--- src/rtl/io_bus_switch.sv ---
// io_bus_switch: routes the CPU I/O bus to NSLAVE devices, merges per-slave
// interrupt levels, and turns runaway retry runs into bus errors.
// Optional build macro IO_SWITCH_STATS_EN adds access/retry statistics
// counters readable at the two topmost word addresses.
module io_bus_switch #(
  parameter int unsigned NTHREAD     = 64,
  parameter int unsigned NSLAVE      = 4,
  parameter int unsigned RETRY_LIMIT = 15,
  parameter int unsigned IO_AWIDTH   = 20,
  parameter int unsigned IO_DWIDTH   = 32,
  localparam int unsigned TW = $clog2(NTHREAD),
  localparam int unsigned SW = $clog2(NSLAVE),
  localparam int unsigned BW = IO_DWIDTH / 8,
  localparam int unsigned LW = IO_AWIDTH - SW
) (
  input  logic                        gclk,
  input  logic                        rst,
  input  logic [TW-1:0]               cpu_tid,
  input  logic [IO_AWIDTH-1:0]        cpu_addr,
  input  logic [IO_DWIDTH-1:0]        cpu_wdata,
  input  logic                        cpu_rw,
  input  logic                        cpu_en,
  input  logic                        cpu_replay,
  input  logic [BW-1:0]               cpu_we,
  output logic [3:0]                  cpu_irl,
  output logic [IO_DWIDTH-1:0]        cpu_rdata,
  output logic                        cpu_retry,
  output logic                        cpu_err,
  output logic [TW-1:0]               cpu_err_tid,
  output logic [TW-1:0]               slv_tid,
  input  logic [4*NSLAVE-1:0]         slv_irl,
  output logic [NSLAVE-1:0]           slv_req,
  output logic [LW-1:0]               slv_addr,
  output logic [IO_DWIDTH-1:0]        slv_wdata,
  output logic                        slv_rw,
  output logic [BW-1:0]               slv_we,
  output logic [TW-1:0]               slv_tid_xc,
  input  logic [IO_DWIDTH*NSLAVE-1:0] slv_rdata,
  input  logic [NSLAVE-1:0]           slv_busy
);

  logic [TW-1:0]        tid_m2;
  logic [TW-1:0]        tid_x;
  logic [SW-1:0]        sel_x;
  logic [LW-1:0]        addr_x;
  logic [3:0]           cnt [NTHREAD];
  logic [3:0]           eff_cnt;
  logic                 at_limit;
  logic                 busy;
  logic                 stat_hit;
  logic [IO_DWIDTH-1:0] stat_rdata;
  logic [IO_DWIDTH-1:0] rdata_sel;

  // IRL lookup is broadcast straight from the M1 thread id
  assign slv_tid = rst ? '0 : cpu_tid;

  // Merge per-slave interrupt levels: highest nibble wins
  always_comb begin
    cpu_irl = '0;
    for (int i = 0; i < int'(NSLAVE); i++) begin
      if (slv_irl[4*i +: 4] > cpu_irl) cpu_irl = slv_irl[4*i +: 4];
    end
    if (rst) cpu_irl = '0;
  end

  // Read data mux for the decoded slave
  always_comb begin
    rdata_sel = '0;
    for (int i = 0; i < int'(NSLAVE); i++) begin
      if (sel_x == SW'(i)) rdata_sel = slv_rdata[IO_DWIDTH*i +: IO_DWIDTH];
    end
  end

  // A non-replay issue is a new instruction, so its retry run starts over
  assign eff_cnt  = cpu_replay ? cnt[tid_x] : 4'd0;
  assign at_limit = ({1'b0, eff_cnt} + 5'd1) >= 5'(RETRY_LIMIT);
  assign busy     = slv_busy[sel_x] & ~stat_hit;

`ifdef IO_SWITCH_STATS_EN
  localparam logic [IO_AWIDTH-1:0] ACC_ADDR = {{(IO_AWIDTH-4){1'b1}}, 4'h8};
  localparam logic [IO_AWIDTH-1:0] RTY_ADDR = {{(IO_AWIDTH-4){1'b1}}, 4'hC};

  logic [31:0] acc_cnt;
  logic [31:0] rty_cnt;
  logic        acc_hit;
  logic        rty_hit;

  assign acc_hit    = {sel_x, addr_x} == ACC_ADDR;
  assign rty_hit    = {sel_x, addr_x} == RTY_ADDR;
  assign stat_hit   = acc_hit | rty_hit;
  assign stat_rdata = acc_hit ? IO_DWIDTH'(acc_cnt) : IO_DWIDTH'(rty_cnt);

  // Statistics counters; a write to a counter's address clears it
  always_ff @(posedge gclk) begin
    if (rst) begin
      acc_cnt <= 32'd0;
      rty_cnt <= 32'd0;
    end else begin
      if (cpu_en && cpu_rw && acc_hit)  acc_cnt <= 32'd0;
      else if (cpu_en && !busy)         acc_cnt <= acc_cnt + 32'd1;
      if (cpu_en && cpu_rw && rty_hit)  rty_cnt <= 32'd0;
      else if (cpu_retry || cpu_err)    rty_cnt <= rty_cnt + 32'd1;
    end
  end
`else
  assign stat_hit   = 1'b0;
  assign stat_rdata = '0;
`endif

  // XC stage: request strobe, pass-through, retry/error resolution
  always_comb begin
    slv_req     = '0;
    slv_addr    = '0;
    slv_wdata   = '0;
    slv_rw      = 1'b0;
    slv_we      = '0;
    slv_tid_xc  = '0;
    cpu_rdata   = '0;
    cpu_retry   = 1'b0;
    cpu_err     = 1'b0;
    cpu_err_tid = '0;
    if (!rst) begin
      slv_addr    = addr_x;
      slv_wdata   = cpu_wdata;
      slv_rw      = cpu_rw;
      slv_we      = cpu_we;
      slv_tid_xc  = tid_x;
      cpu_err_tid = tid_x;
      if (cpu_en) begin
        if (!stat_hit) slv_req[sel_x] = 1'b1;
        if (busy) begin
          cpu_err   = at_limit;
          cpu_retry = ~at_limit;
        end else if (!cpu_rw) begin
          cpu_rdata = stat_hit ? stat_rdata : rdata_sel;
        end
      end
    end
  end

  // M1->M2->XC pipeline and per-thread retry counters
  always_ff @(posedge gclk) begin
    if (rst) begin
      tid_m2 <= '0;
      tid_x  <= '0;
      sel_x  <= '0;
      addr_x <= '0;
      for (int t = 0; t < int'(NTHREAD); t++) cnt[t] <= 4'd0;
    end else begin
      tid_m2 <= cpu_tid;
      tid_x  <= tid_m2;
      sel_x  <= cpu_addr[IO_AWIDTH-1 -: SW];
      addr_x <= cpu_addr[LW-1:0];
      if (cpu_en) begin
        if (busy && !at_limit) cnt[tid_x] <= eff_cnt + 4'd1;
        else                   cnt[tid_x] <= 4'd0;
      end
    end
  end

endmodule

--- config.mk ---
export PLATFORM = sky130hd
export DESIGN_NAME = io_bus_switch
export DESIGN_NICKNAME = d
export VERILOG_FILES = /design/src/rtl/io_bus_switch.sv
export SDC_FILE = /design/constraint.sdc
export NUM_CORES = 1
export LEC_CHECK = 0
export ABC_AREA = 1
export CAP_MARGIN = 30
export CORE_ASPECT_RATIO = 1.25
export CORE_MARGIN = 2
export CORE_UTILIZATION = 52
export DETAILED_ROUTE_END_ITERATION = 8
export GPL_ROUTABILITY_DRIVEN = 0
export PLACE_DENSITY_LB_ADDON = 0.1
export SYNTH_ARGS = -nofsm -noshare
export SYNTH_HDL_FRONTEND = slang
export SYNTH_SLANG_ARGS = --single-unit
--- constraint.sdc ---
create_clock -name gclk -period 5.08 [get_ports gclk]
set_clock_uncertainty 0.2 [all_clocks]
set_input_delay 0.762 -clock gclk [delete_from_list [all_inputs] [get_ports gclk]]
set_output_delay 0.762 -clock gclk [all_outputs]
set_load 0.1 [all_outputs]
==> results.md <==
* Status: completed
* Detailed-route via count at 14426
* Routed WL per cell at 20.2 um
* Synthesized flop and latch total at 288
* Clock Tree Root: clkbuf_16
* Pwr per Cell Area at 297 nW/um^2
* GRT overflow at 0
* Clock latency on the worst-skew pair at 550 ps
* DRT Pass-1 Iters at 6
* Warnings from Yosys at 0
* Synth Cell Area at 15700 sq um
* Hold buffer count at cts at 0
* Dpl cell area at 19600 sq um
* Post-synth top area cell: edfxtp_1
* Routed Antenna Nets at 0
* Crit-path cells: dlygate4sd2_1, inv_2, ha_4, inv_1, nor2_1, o211ai_1, nand2_1, nand2_4, o21ai_2, ha_1, nand2_1, o21ai_2, nand2_4, nand2_2, o21ai_2, ha_1, nand2_2, o21ai_2, nand2_2, nand2_1, o211ai_1, inv_1, buf_12
* Clock buffer depth at 3
* Number of fill cells at 2357
* IO Pins at 330
* Multi-input gate area at 5750 sq um
* Largest net degree at the start of global routing at 151
* Library cells used by synthesis at 33
* Worst path max stage delay at 320 ps
* Critical path arrival at 3910 ps
* Hold Path Class: reg -> reg
* GRT Overall Usage at 32.9%
* VDD IR max at 0.226 mV
* Die Y at 198 um
* Die area at 31500 sq um
* Max Cap Viol at 0
* Top-count cell post-synth: nand2_1
* Minimum clock period at 4880 ps
* CTS tree: built
* Post-synth ARST share at 0%
* # DRC at 0
* Final Power at 0.00622 W
* Initial DRC count at 1374
* Mean Syn Cell Area at 8.06 sq um
* Top layer in use: met5
* I/O Buffers at 329
* Vias per cell at 5.41
* Hold Vio Cnt, Final at 0
* Register area at 8330 sq um
* Synth-to-Final Area Change at 33.9%
* CP Class: in -> out
* Worst-Margin Slew at 1050 ps
* Crit-path max FO at 8
* Synth top cells by count: nand2_1 (435), nor2_1 (431), inv_1 (287)
* Final setup vio count at 0
* Core ar. at 29800 sq um
* Drt total wl at 53700 um
* CTS sink count at 288
* Post-route cell area at 21000 sq um
* Fmax at 205 MHz
* Rows at 71
* Met1 WL at 19000 um
* Initial core utilization at 52.4%
* Metal2 WL at 23900 um
* Most used cell, CP: o21ai_2
* Synth top area cells: edfxtp_1 (49%), nand2_1 (10%), nor2_1 (10%)
* Crit path capture type: primary output
* Cell at the slowest stage of the critical path: ha_1
* Critical Path RT at 4120 ps
* Critical Path Start Type: input port
* H-tree Lvls at 1
* First-pass GRT wire length at 78200 um
* EDFF count, synth at 256
* Detail Placement HPWL at 38000 um
* Clk slew on worst S/H paths at 60 ps
* Nets at 2469
* RSZ-0062 raised after global routing: no
* Syn nets at 2170
* Initial antenna violation count at 5
* Number of global-route vias before repair at 13687
* Layout cells sized above 1 at 9.91%
* Top-area cell type share of the netlist area at 49.1%
* Register area share after synthesis at 53.2%
* Max-Slew Margin vs Limit at 29.5%
* Post-synth top flop: edfxtp_1
* Die X at 159 um
* Gate Count Post-Synth at 1941
* Total CTS buffers at 28
* Final Max Tran Viols at 0
* Final period utilization at 96.0%
* LEAKAGE at 8.96 nW
* Met3 wire len at 7890 um
==> flip-flops by register name, indices dropped and copies added, names as in the netlist <==
register,cells
cnt,256
sel_x,2
tid_x,6
addr_x,18
tid_m2,6
==> layer usage <==
| layer | vias to the layer above | GRT usage, % |
|---|---|---|
| met4 | 2 | 15.4 |
| met1 | 6623 | 39.6 |
| li1 | 6757 | - |
| met2 | 880 | 50.8 |
| met5 | - | 0 |
| met3 | 164 | 14.7 |
==> power breakdown <==
group	switching, W	internal, W
clock	0.000907	0.00124
combinational	0.000920	0.000470
sequential	0.0000283	0.00265
total	0.00185	0.00436
==> final cells by class <==
cell class / count / share of cell area, %
Clock buffer: 30 / 3.48
Sequential cell: 288 / 39.7
Antenna cell: 3 / 0.0358
Clock inverter: 21 / 1.01
Inverter: 291 / 5.26
Tap cell: 401 / 2.39
Multi-Input combinational cell: 1244 / 27.4
Timing Repair Buffer: 387 / 20.6
==> cells in the final DEF (no fill, tap or decap), types with 7 or more instances in the layout <==
| master | n |
|---|---|
| buf_16 | 9 |
| or2_1 | 21 |
| buf_4 | 62 |
| a311oi_1 | 17 |
| inv_1 | 282 |
| ha_4 | 7 |
| nor2_1 | 431 |
| nand2_2 | 9 |
| dfxtp_1 | 31 |
| edfxtp_1 | 256 |
| clkbuf_16 | 30 |
| buf_12 | 43 |
| o21ai_0 | 76 |
| o22ai_1 | 15 |
| nand2_1 | 424 |
| nand3_1 | 100 |
| o21ai_1 | 44 |
| o211ai_1 | 20 |
| clkdlybuf4s50_1 | 263 |
| inv_2 | 7 |
| nor3_1 | 28 |
| clkinv_2 | 7 |
==> metrics by stage <==
| stage | utilization (%) | cells | hold slack (ps) | setup slack [ps] | TNS [ps] |
|---|---|---|---|---|---|
| detailed placement | 65.8 | 2604 | 188 | -424 | -1430 |
| global route | 70.2 | 2663 | 211 | 19.9 | 0 |
| CTS | 69.3 | 2658 | 199 | 25.7 | 0 |
| global placement | 65.2 | 2597 | 189 | -221 | -639 |
| floorplan | - | 1941 | 188 | -15.4 | -214 |
| finish | 70.2 | 2665 | 198 | 204 | 0 |
==> cell families (layout without fill, tap and decap cells) <==
group,Yosys count,after routing,share of synthesized area (%)
other,0,3,0
buffers and inverters,409,729,11.7
and+or+nand+nor,1039,1039,27.0
adders and majority gates,14,14,1.12
AOI/OAI and AO/OA,191,191,7.01
DFF,288,288,53.2
==> final timing paths <==
check                                   to  depth (start not counted)        from  slack (ps)
worst min register to register    tid_x[0]                          2   tid_m2[0]         200
worst min-delay path              tid_x[0]                          2   tid_m2[0]         200
worst max register to register   cnt[3][0]                         20    tid_x[2]         850
worst max-delay path            cpu_irl[1]                         23  slv_irl[1]         200
==> worst max-delay path, delay by kind of cell <==
family,cells,cell delay [ps]
adder cells (fa/ha/maj),3,810
AO/OA/AOI/OAI,6,720
AND/OR/NAND/NOR,9,970
buffers and inverters,5,640
==> what timing repair did <==
action / CTS / global route
buffers inserted: 3 / 2
gates cloned: 0 / 1
gates resized for setup: 30 / 47
setup endpoints to repair: 4 / 6
pin swaps: 17 / 24
endpoints found under the hold margin: 0 / 0
No activity file was read; power rests on OpenSTA's default activity.
